$ cat config.mk
export PLATFORM = sky130hd
export DESIGN_NAME = inv_txn_ctrl
export DESIGN_NICKNAME = d
export VERILOG_FILES = /design/src/rtl/inv_pkg.sv /design/src/rtl/rr_arb2.sv /design/src/rtl/inv_txn_ctrl.sv
export SDC_FILE = /design/constraint.sdc
export NUM_CORES = 1
export LEC_CHECK = 0
export ABC_AREA = 1
export CAP_MARGIN = 20
export CORE_AREA = 5 5 82 84
export CTS_CLUSTER_DIAMETER = 80
export DETAILED_ROUTE_END_ITERATION = 8
export DIE_AREA = 0 0 87 89
export GPL_ROUTABILITY_DRIVEN = 0
export PLACE_DENSITY = 0.77
export RECOVER_POWER = 100
export SKIP_LAST_GASP = 1
export SLEW_MARGIN = 5
export SYNTH_ARGS = -nofsm -noshare
export SYNTH_HDL_FRONTEND = slang
export SYNTH_HIERARCHICAL = 1
export SYNTH_SLANG_ARGS = --single-unit
$ cat constraint.sdc
create_clock -name clk -period 1.81 [get_ports clk]
set_clock_uncertainty 0.05 [all_clocks]
set_input_delay 0.4525 -clock clk [delete_from_list [all_inputs] [get_ports clk]]
set_output_delay 0.4525 -clock clk [all_outputs]
set_load 0.005 [all_outputs]
$ cat src/rtl/inv_pkg.sv
// Shared types, constants and the saturating quantity arithmetic used by
// the inventory transaction controller.
package inv_pkg;

  localparam int ADDR_W_DEF = 8;
  localparam int QTY_W_DEF  = 8;

  typedef enum logic [2:0] {
    IDLE,
    READ,
    CALC,
    WRITE,
    RESP
  } state_t;

  localparam logic OP_ADD    = 1'b1;
  localparam logic OP_REMOVE = 1'b0;

  localparam logic [QTY_W_DEF-1:0] QTY_MAX = 8'hFF;

  typedef struct packed {
    logic                 sat;
    logic [QTY_W_DEF-1:0] value;
  } calc_t;

  // Sized at QTY_W_DEF; a controller built with a different QTY_W needs a matching package.
  function automatic calc_t sat_apply(input logic op,
                                      input logic [QTY_W_DEF-1:0] rdata,
                                      input logic [QTY_W_DEF-1:0] qty);
    calc_t          res;
    logic [QTY_W_DEF:0] sum;
    res = '0;
    sum = {1'b0, rdata} + {1'b0, qty};
    if (op == OP_ADD) begin
      if (sum > {1'b0, QTY_MAX}) begin
        res.sat   = 1'b1;
        res.value = QTY_MAX;
      end else begin
        res.value = sum[QTY_W_DEF-1:0];
      end
    end else if (qty > rdata) begin
      res.sat   = 1'b1;
      res.value = '0;
    end else begin
      res.value = rdata - qty;
    end
    return res;
  endfunction

endpackage

$ cat src/rtl/rr_arb2.sv
// Two-way round-robin arbiter; last_grant starts at 1 so requester 0 wins
// the first contention.
module rr_arb2 (
  input  logic       clk,
  input  logic       rst_n,
  input  logic [1:0] req,
  input  logic       advance,
  output logic [1:0] grant,
  output logic       last_grant
);

  logic last_q;

  always_comb begin
    grant = req;
    if (&req) begin
      grant = last_q ? 2'b01 : 2'b10;
    end
  end

  always_ff @(posedge clk or negedge rst_n) begin
    if (!rst_n) begin
      last_q <= 1'b1;
    end else if (advance && (|grant)) begin
      last_q <= grant[1];
    end
  end

  assign last_grant = last_q;

endmodule

$ cat src/rtl/inv_txn_ctrl.sv
// Read-modify-write sequencer for the inventory quantity memory, shared by
// the front panel (requester 0) and the serial host (requester 1).
module inv_txn_ctrl
  import inv_pkg::*;
#(
  parameter int ADDR_W = ADDR_W_DEF,
  parameter int QTY_W  = QTY_W_DEF
) (
  input  logic                clk,
  input  logic                rst_n,
  input  logic [1:0]          req_valid,
  input  logic [1:0]          req_op,
  input  logic [2*ADDR_W-1:0] req_code,
  input  logic [2*QTY_W-1:0]  req_qty,
  output logic [1:0]          req_ready,
  output logic [ADDR_W-1:0]   mem_addr,
  output logic                mem_we,
  output logic [QTY_W-1:0]    mem_wdata,
  input  logic [QTY_W-1:0]    mem_rdata,
  output logic                done_valid,
  output logic                done_id,
  output logic [QTY_W-1:0]    done_qty,
  output logic                done_sat,
  output logic                busy
);

  state_t             state_q, state_d;
  logic [1:0]         ready_q, ready_d;
  logic [1:0]         grant;
  logic               arb_adv;
  logic               last_grant;
  logic               op_q;
  logic               id_q;
  logic               sat_q;
  logic [ADDR_W-1:0]  code_q;
  logic [QTY_W-1:0]   qty_q;
  logic [QTY_W-1:0]   wdata_q;
  calc_t              res;

  rr_arb2 u_arb (
    .clk        (clk),
    .rst_n      (rst_n),
    .req        (req_valid),
    .advance    (arb_adv),
    .grant      (grant),
    .last_grant (last_grant)
  );

  // The grant is registered into ready_q so req_ready never sees req_valid combinationally;
  // the decision is made in IDLE (or RESP, to keep 5-cycle throughput) and the pulse lands in IDLE.
  always_comb begin
    state_d = state_q;
    ready_d = 2'b00;
    arb_adv = 1'b0;
    unique case (state_q)
      IDLE: begin
        if (ready_q != 2'b00) begin
          state_d = READ;
        end else if (|req_valid) begin
          ready_d = grant;
          arb_adv = 1'b1;
        end
      end
      READ:  state_d = CALC;
      CALC:  state_d = WRITE;
      WRITE: state_d = RESP;
      RESP: begin
        state_d = IDLE;
        if (|req_valid) begin
          ready_d = grant;
          arb_adv = 1'b1;
        end
      end
      default: state_d = IDLE;
    endcase
  end

  assign res = sat_apply(op_q, mem_rdata, qty_q);

  // last_grant already names the requester whose ready pulse is showing.
  always_ff @(posedge clk or negedge rst_n) begin
    if (!rst_n) begin
      state_q <= IDLE;
      ready_q <= 2'b00;
      op_q    <= 1'b0;
      id_q    <= 1'b0;
      code_q  <= '0;
      qty_q   <= '0;
      wdata_q <= '0;
      sat_q   <= 1'b0;
    end else begin
      state_q <= state_d;
      ready_q <= ready_d;
      if ((state_q == IDLE) && (ready_q != 2'b00)) begin
        id_q   <= last_grant;
        op_q   <= req_op[last_grant];
        code_q <= last_grant ? req_code[2*ADDR_W-1:ADDR_W] : req_code[ADDR_W-1:0];
        qty_q  <= last_grant ? req_qty[2*QTY_W-1:QTY_W] : req_qty[QTY_W-1:0];
      end
      if (state_q == CALC) begin
        wdata_q <= res.value;
        sat_q   <= res.sat;
      end
    end
  end

  assign req_ready  = ready_q;
  assign mem_addr   = code_q;
  assign mem_we     = (state_q == WRITE);
  assign mem_wdata  = wdata_q;
  assign done_valid = (state_q == RESP);
  assign done_id    = id_q;
  assign done_qty   = wdata_q;
  assign done_sat   = sat_q;
  assign busy       = (state_q != IDLE);

endmodule

After elaboration in Yosys (flattened, before gate mapping):

Cells that the tools add are included.

* RAM bits: 0
* bits in registers: 33
* memories: 0
* output and inout bits: 31
* memory bits (read-only): 0
* input port bits: 46
* logic and storage cells: 46
* latch bits: 0

* equality and inequality tests: 5
* reduce and logical (&&, ||, !) cells: 8
* bitwise gates (word level): 0
* shift-type cells: 0
* add/subtract/negate cells: 2
* multiply operators: 0
* divide/modulo/power cells: 0
* $lt $le $gt $ge: 3
* muxes and demuxes: 19

Operator list (count)
* 8-bit 2-to-1 mux: 4
* 3-bit case mux with 4 select lines: 1
* 8-bit by 8-bit adder with 9-bit output: 1
* 9-bit by 8-bit greater-than comparator with 1-bit output, second input constant: 1
* 9-bit 2-to-1 mux: 1
* 8-bit greater-than comparator: 1
* 2-bit 2-to-1 mux: 4
* 8-bit subtractor: 1
* 3-bit by 2-bit equality test with 1-bit output, second input constant: 2
* 1-bit 2-to-1 mux: 6
* 2-bit case mux with 2 select lines: 1
* 2-bit OR reduction: 2
* 3-bit by 1-bit equality test with 1-bit output, second input constant: 1
* 3-bit equality test, second input constant: 1
* 3-bit zero test: 1
* 3-bit 2-to-1 mux: 1
* 3-bit nonzero test: 1
* 1-bit logical AND: 2
* 1-bit by 2-bit less-than comparator with 1-bit output, second input constant: 1
* 2-bit != test, second input constant: 1
* 1-bit case mux with 2 select lines: 1
* 2-bit AND reduction: 1
* 2-bit nonzero test: 1

Depth between registers and ports, before layout:

* depth after elaboration: 5
* mapped depth: 15

Modules after synthesis:

The synthesis kept the hierarchy.

Modules (own cells, without submodules)
* inv_txn_ctrl: seq. area each 800.8 um2, area each 2413.6 um2, times used 1, cells an instance 347
* rr_arb2: seq. area each 26.3 um2, area each 61.3 um2, times used 1, cells an instance 8

Worst setup path before layout:

No wires, ideal clock.

* kind: in2reg
* start: in mem_rdata[0]
* end: reg wdata_q[3] (netlist: done_qty[3])
* stages: 10
* data arrival time: 1.723 ns
* library setup time: 0.117 ns
* setup slack: -0.080 ns
* path through: ha_1 > fa_1 > nand2_1 > nand2_2 > nand2_2 > nand2_2 > a21oi_4 > nand2_1 > nor2_1 > nor2_1

* word-level cells in the longest chain between the ends: 4

RTL lines
* start, declared: line inv_txn_ctrl.sv:19 `input logic [QTY_W-1:0] mem_rdata,`
* 8-bit by 8-bit adder with 9-bit output: line inv_pkg.sv:33 `sum = {1'b0, rdata} + {1'b0, qty};`
* 9-bit by 8-bit greater-than comparator with 1-bit output: line inv_pkg.sv:35 `if (sum > {1'b0, QTY_MAX}) begin`
* 8-bit 2-to-1 mux: line inv_pkg.sv:35
* 9-bit 2-to-1 mux *: line inv_pkg.sv:34 `if (op == OP_ADD) begin`
* end signal, assigned: line inv_txn_ctrl.sv:101 `wdata_q <= res.value;`
* end, declared: line inv_txn_ctrl.sv:37 `logic [QTY_W-1:0] wdata_q;`

Every way passes the cells marked *; elsewhere a longest branch is shown, timed or not.
A chain may end at the register's enable or synchronous reset.

Final worst setup path:

* start: reg qty_q[0]
* end: reg wdata_q[4] (netlist: done_qty[4])

* word-level cells in the longest chain between the ends: 4

RTL lines
* start, declared: line inv_txn_ctrl.sv:36 `logic [QTY_W-1:0] qty_q;`
* start signal, assigned: line inv_txn_ctrl.sv:98 `qty_q <= last_grant ? req_qty[2*QTY_W-1:QTY_W] : req_qty[QTY_W-1:0];`
* 8-bit by 8-bit adder with 9-bit output: line inv_pkg.sv:33
* 9-bit by 8-bit greater-than comparator with 1-bit output: line inv_pkg.sv:35
* 8-bit 2-to-1 mux: line inv_pkg.sv:35
* 9-bit 2-to-1 mux *: line inv_pkg.sv:34

Marks and branches as above.

==> out/metrics.cfg <==
[run_status]
status = complete, but fails checks
violations = setup timing

[cts]
clock_path_buffers = 2
cts_buffers = 5
clock-sinks = 33
cts_tree = built
h-tree-depth = 2
clk_pin_slew_worst_paths_ns = 0.08
clk_latency_ns = 0.29
cts_root_buffer = clkbuf_8

[floorplanning]
coreArea_mm2 = 0.00585
start_util_pct = 42.3
die_area_mm2 = 0.00774
die_y_um = 89
num_rows = 28
ioPinCount = 77
die_w_um = 87

[finish]
syn_to_final_growth_pct = 50.7
drive_above_1_share_pct = 18.7
fin_cells = 535
insertedDiodeCount = 0
finalNetCount = 523

[timing]
worst_slack_ns = -0.0328
tightestPinTransition_ns = 1.08
fin_crit_ns = 1.84
max-slew-margin-rel_pct = 28.3
hold_violations = 0
fin_hold_ws_ns = 0.283
fin_crit_sh_pct = 102
setup_viol = 4
rsz0062_at_grt = yes
slew_viol_final = 0
clock.fmax_ghz = 0.543

[global_route]
grt_max_degree = 37
track_usage_pct = 17.2
grt_remaining_overflow = 0
grt_pass1_vias = 2459
grt_antenna_before_repair = 0
grt_pass1_wl_um = 10600

[drt]
drt_wl_total_um = 6530
vias_per_cell = 4.85
drtAntennaViolNets = 0
dr.pass1.iters = 5
route.vias.total = 2596
avgRoutedWirePerCell_um = 12.2
drc_errors = 0
drt-initial-drc-count = 101

[critical_path]
cp.arrival_ns = 1.97
max_stage_delay_ns = 0.42
crit_chain = ha_2 > fa_2 > inv_2 > nand2_2 > nand2_2 > buf_4 > xor2_1 > nor2_1 > nor2_1 > nor2_1
path_common_cell = nor2_1
path_delay_family = adder cells
crit_cells = 10
worst-r2r-setup-slack_ns = -0.03
crit_path_top_delay_cell = dfrtp_1
crit_fanout = 3
critPathLaunchType = register
r2r_start = qty_q[0]
startpoint = qty_q[0]
path_class = reg2reg
end_kind = register
required_ns = 1.94
reg2regPathDepth = 10
crit_buf_inv = 2
critPathCapture = done_qty[4]
reg2reg_to = done_qty[4]

[pwr]
power.total_uw = 6250
p_leak_uw = 0.00186
ir_drop_mv = 0.669
power.density_mw_per_mm2 = 1680

[synthesis]
synthFlopType = dfrtp_1
ys_async_sr_fraction_pct = 100
synth-edff-count = 0
syn_nets = 419
synth_seq_area_share_pct = 33.4
synthCells = 355
avgSynthCellArea_um2 = 6.97
synth.ff_latch_count = 33
yosysWarningCount = 6
yosysUniqueCellTypes = 31
netlist_area_mm2 = 0.00247

[placed_design]
io_buffer_count = 76
dp_cells = 522
dp_hpwl_um = 5000

[worst_hold_path]
holdCritPathClass = in2async

[job]
cap_violations = 0

[routing by layer]
layer  up-vias  wire length [µm]  GRT usage, %
li1       1316                 -             -
met1      1180              2560          19.4
met5         -                 0             0
met3        12               575          6.08
met4         0               108          5.24
met2        88              3290          30.6
[Yosys cell counts, types with 2 or more instances]
| cell | count | area (µm²) |
|---|---|---|
| nand2_2 | 3 | 18.8 |
| a21oi_1 | 12 | 60.1 |
| o21bai_1 | 2 | 15.0 |
| o31ai_1 | 17 | 128 |
| nor2_2 | 2 | 12.5 |
| inv_1 | 49 | 184 |
| xor2_1 | 2 | 17.5 |
| or2_2 | 3 | 18.8 |
| clkinv_1 | 2 | 7.51 |
| nand4_1 | 4 | 25.0 |
| fa_1 | 2 | 40.0 |
| nand2_1 | 88 | 330 |
| inv_2 | 3 | 11.3 |
| nand3_1 | 19 | 95.1 |
| nor2_1 | 63 | 236 |
| o21ai_0 | 6 | 30.0 |
| a31oi_1 | 2 | 12.5 |
| dfrtp_1 | 32 | 801 |
| and2_1 | 2 | 12.5 |
| a21oi_4 | 2 | 32.5 |
| clkbuf_1 | 3 | 11.3 |
| buf_2 | 4 | 20.0 |
| ha_1 | 16 | 200 |
| buf_4 | 10 | 75.1 |
[state kept, by name, indices dropped and copies added (netlist names)]
name              flops
state_q               3
req_ready             2
qty_q                 8
done_sat              1
done_id               1
op_q                  1
mem_addr              8
done_qty              8
u_arb/last_grant      1
[metrics by stage]
step | area, µm² | setup TNS (ns) | util, % | worst slack [ns]
final | 3730 | -0.0818 | 63.7 | -0.0328
after global routing | 3730 | -1.01 | 63.7 | -0.138
after CTS | 3680 | -0.0417 | 62.9 | -0.0255
after detailed placement | 3480 | -5.25 | 59.5 | -0.631
after global placement | 3480 | -4.85 | 59.5 | -0.589
after floorplan | 2490 | -0.0195 | - | -0.0108
[repair_timing]
action | CTS | global route
pin swaps | 7 | 5
setup endpoints to repair | 12 | 8
buffers inserted | 0 | 5
hold endpoints to repair | 0 | 0
hold buffers | 0 | 0
resized for setup | 27 | 14
[final cells by class]
class,count,area (µm²)
sequential,33,827
timing repair buffer,115,1030
clock inverter,1,30.0
fill,527,2120
tap,75,93.8
inverter,54,203
clock buffer,7,86.3
multi-input combinational,250,1460
[cells by family after synthesis]
kind of cell	Yosys count	share of synthesized area (%)
xor+xnor	2	0.708
compound gates	44	12.2
fa+ha+maj	18	9.71
simple gates	186	31.0
flops	33	33.4
buf+inv	72	12.9
[how the worst min path moves through the flow]
stage / depth (start not counted) / to / start
6_report: 1 / qty_q[6] / rst_n
5_1_grt: 1 / qty_q[6] / rst_n
4_1_cts: 1 / qty_q[6] / rst_n
3_5_place_dp: 1 / qty_q[6] / rst_n
3_3_place_gp: 1 / qty_q[6] / rst_n
2_1_floorplan: 0 / done_id / rst_n
[where the power goes]
part           internal [µW]  leakage (µW)  switching, µW  total, µW
clock network            449     0.0000585            281        730
logic                   2020       0.00141           2130       4150
registers               1110      0.000393            255       1370
total                   3590       0.00186           2660       6250
[worst reg2reg max path, stage by stage (launching register included)]
cell and delay, ns:
dfrtp_1 0.42, ha_2 0.22, fa_2 0.36, inv_2 0.07, nand2_2 0.06, nand2_2 0.07, buf_4 0.11, xor2_1 0.16
nor2_1 0.07, nor2_1 0.10, nor2_1 0.05
[placed cells by master (no fill, tap or decap), types with 2 or more instances in the layout]
| master | n |
|---|---|
| nand2_1 | 80 |
| nor2_1 | 64 |
| inv_1 | 48 |
| clkdlybuf4s50_1 | 44 |
| buf_4 | 35 |
| dfrtp_1 | 32 |
| dlygate4sd3_1 | 20 |
| nand3_1 | 19 |
| o31ai_1 | 17 |
| nand2_2 | 11 |
| a21oi_1 | 10 |
| dlygate4sd2_1 | 9 |
| ha_4 | 7 |
| o21ai_0 | 6 |
| ha_1 | 6 |
| clkbuf_8 | 6 |
| inv_2 | 5 |
| nand4_1 | 4 |
| or2_2 | 3 |
| ha_2 | 3 |
| clkbuf_1 | 3 |
| o21bai_1 | 2 |
| a21oi_2 | 2 |
| a21oi_4 | 2 |
| and2_1 | 2 |
| xor2_1 | 2 |
| fa_2 | 2 |
| clkbuf_2 | 2 |
Power figures use the tool's default switching activity.
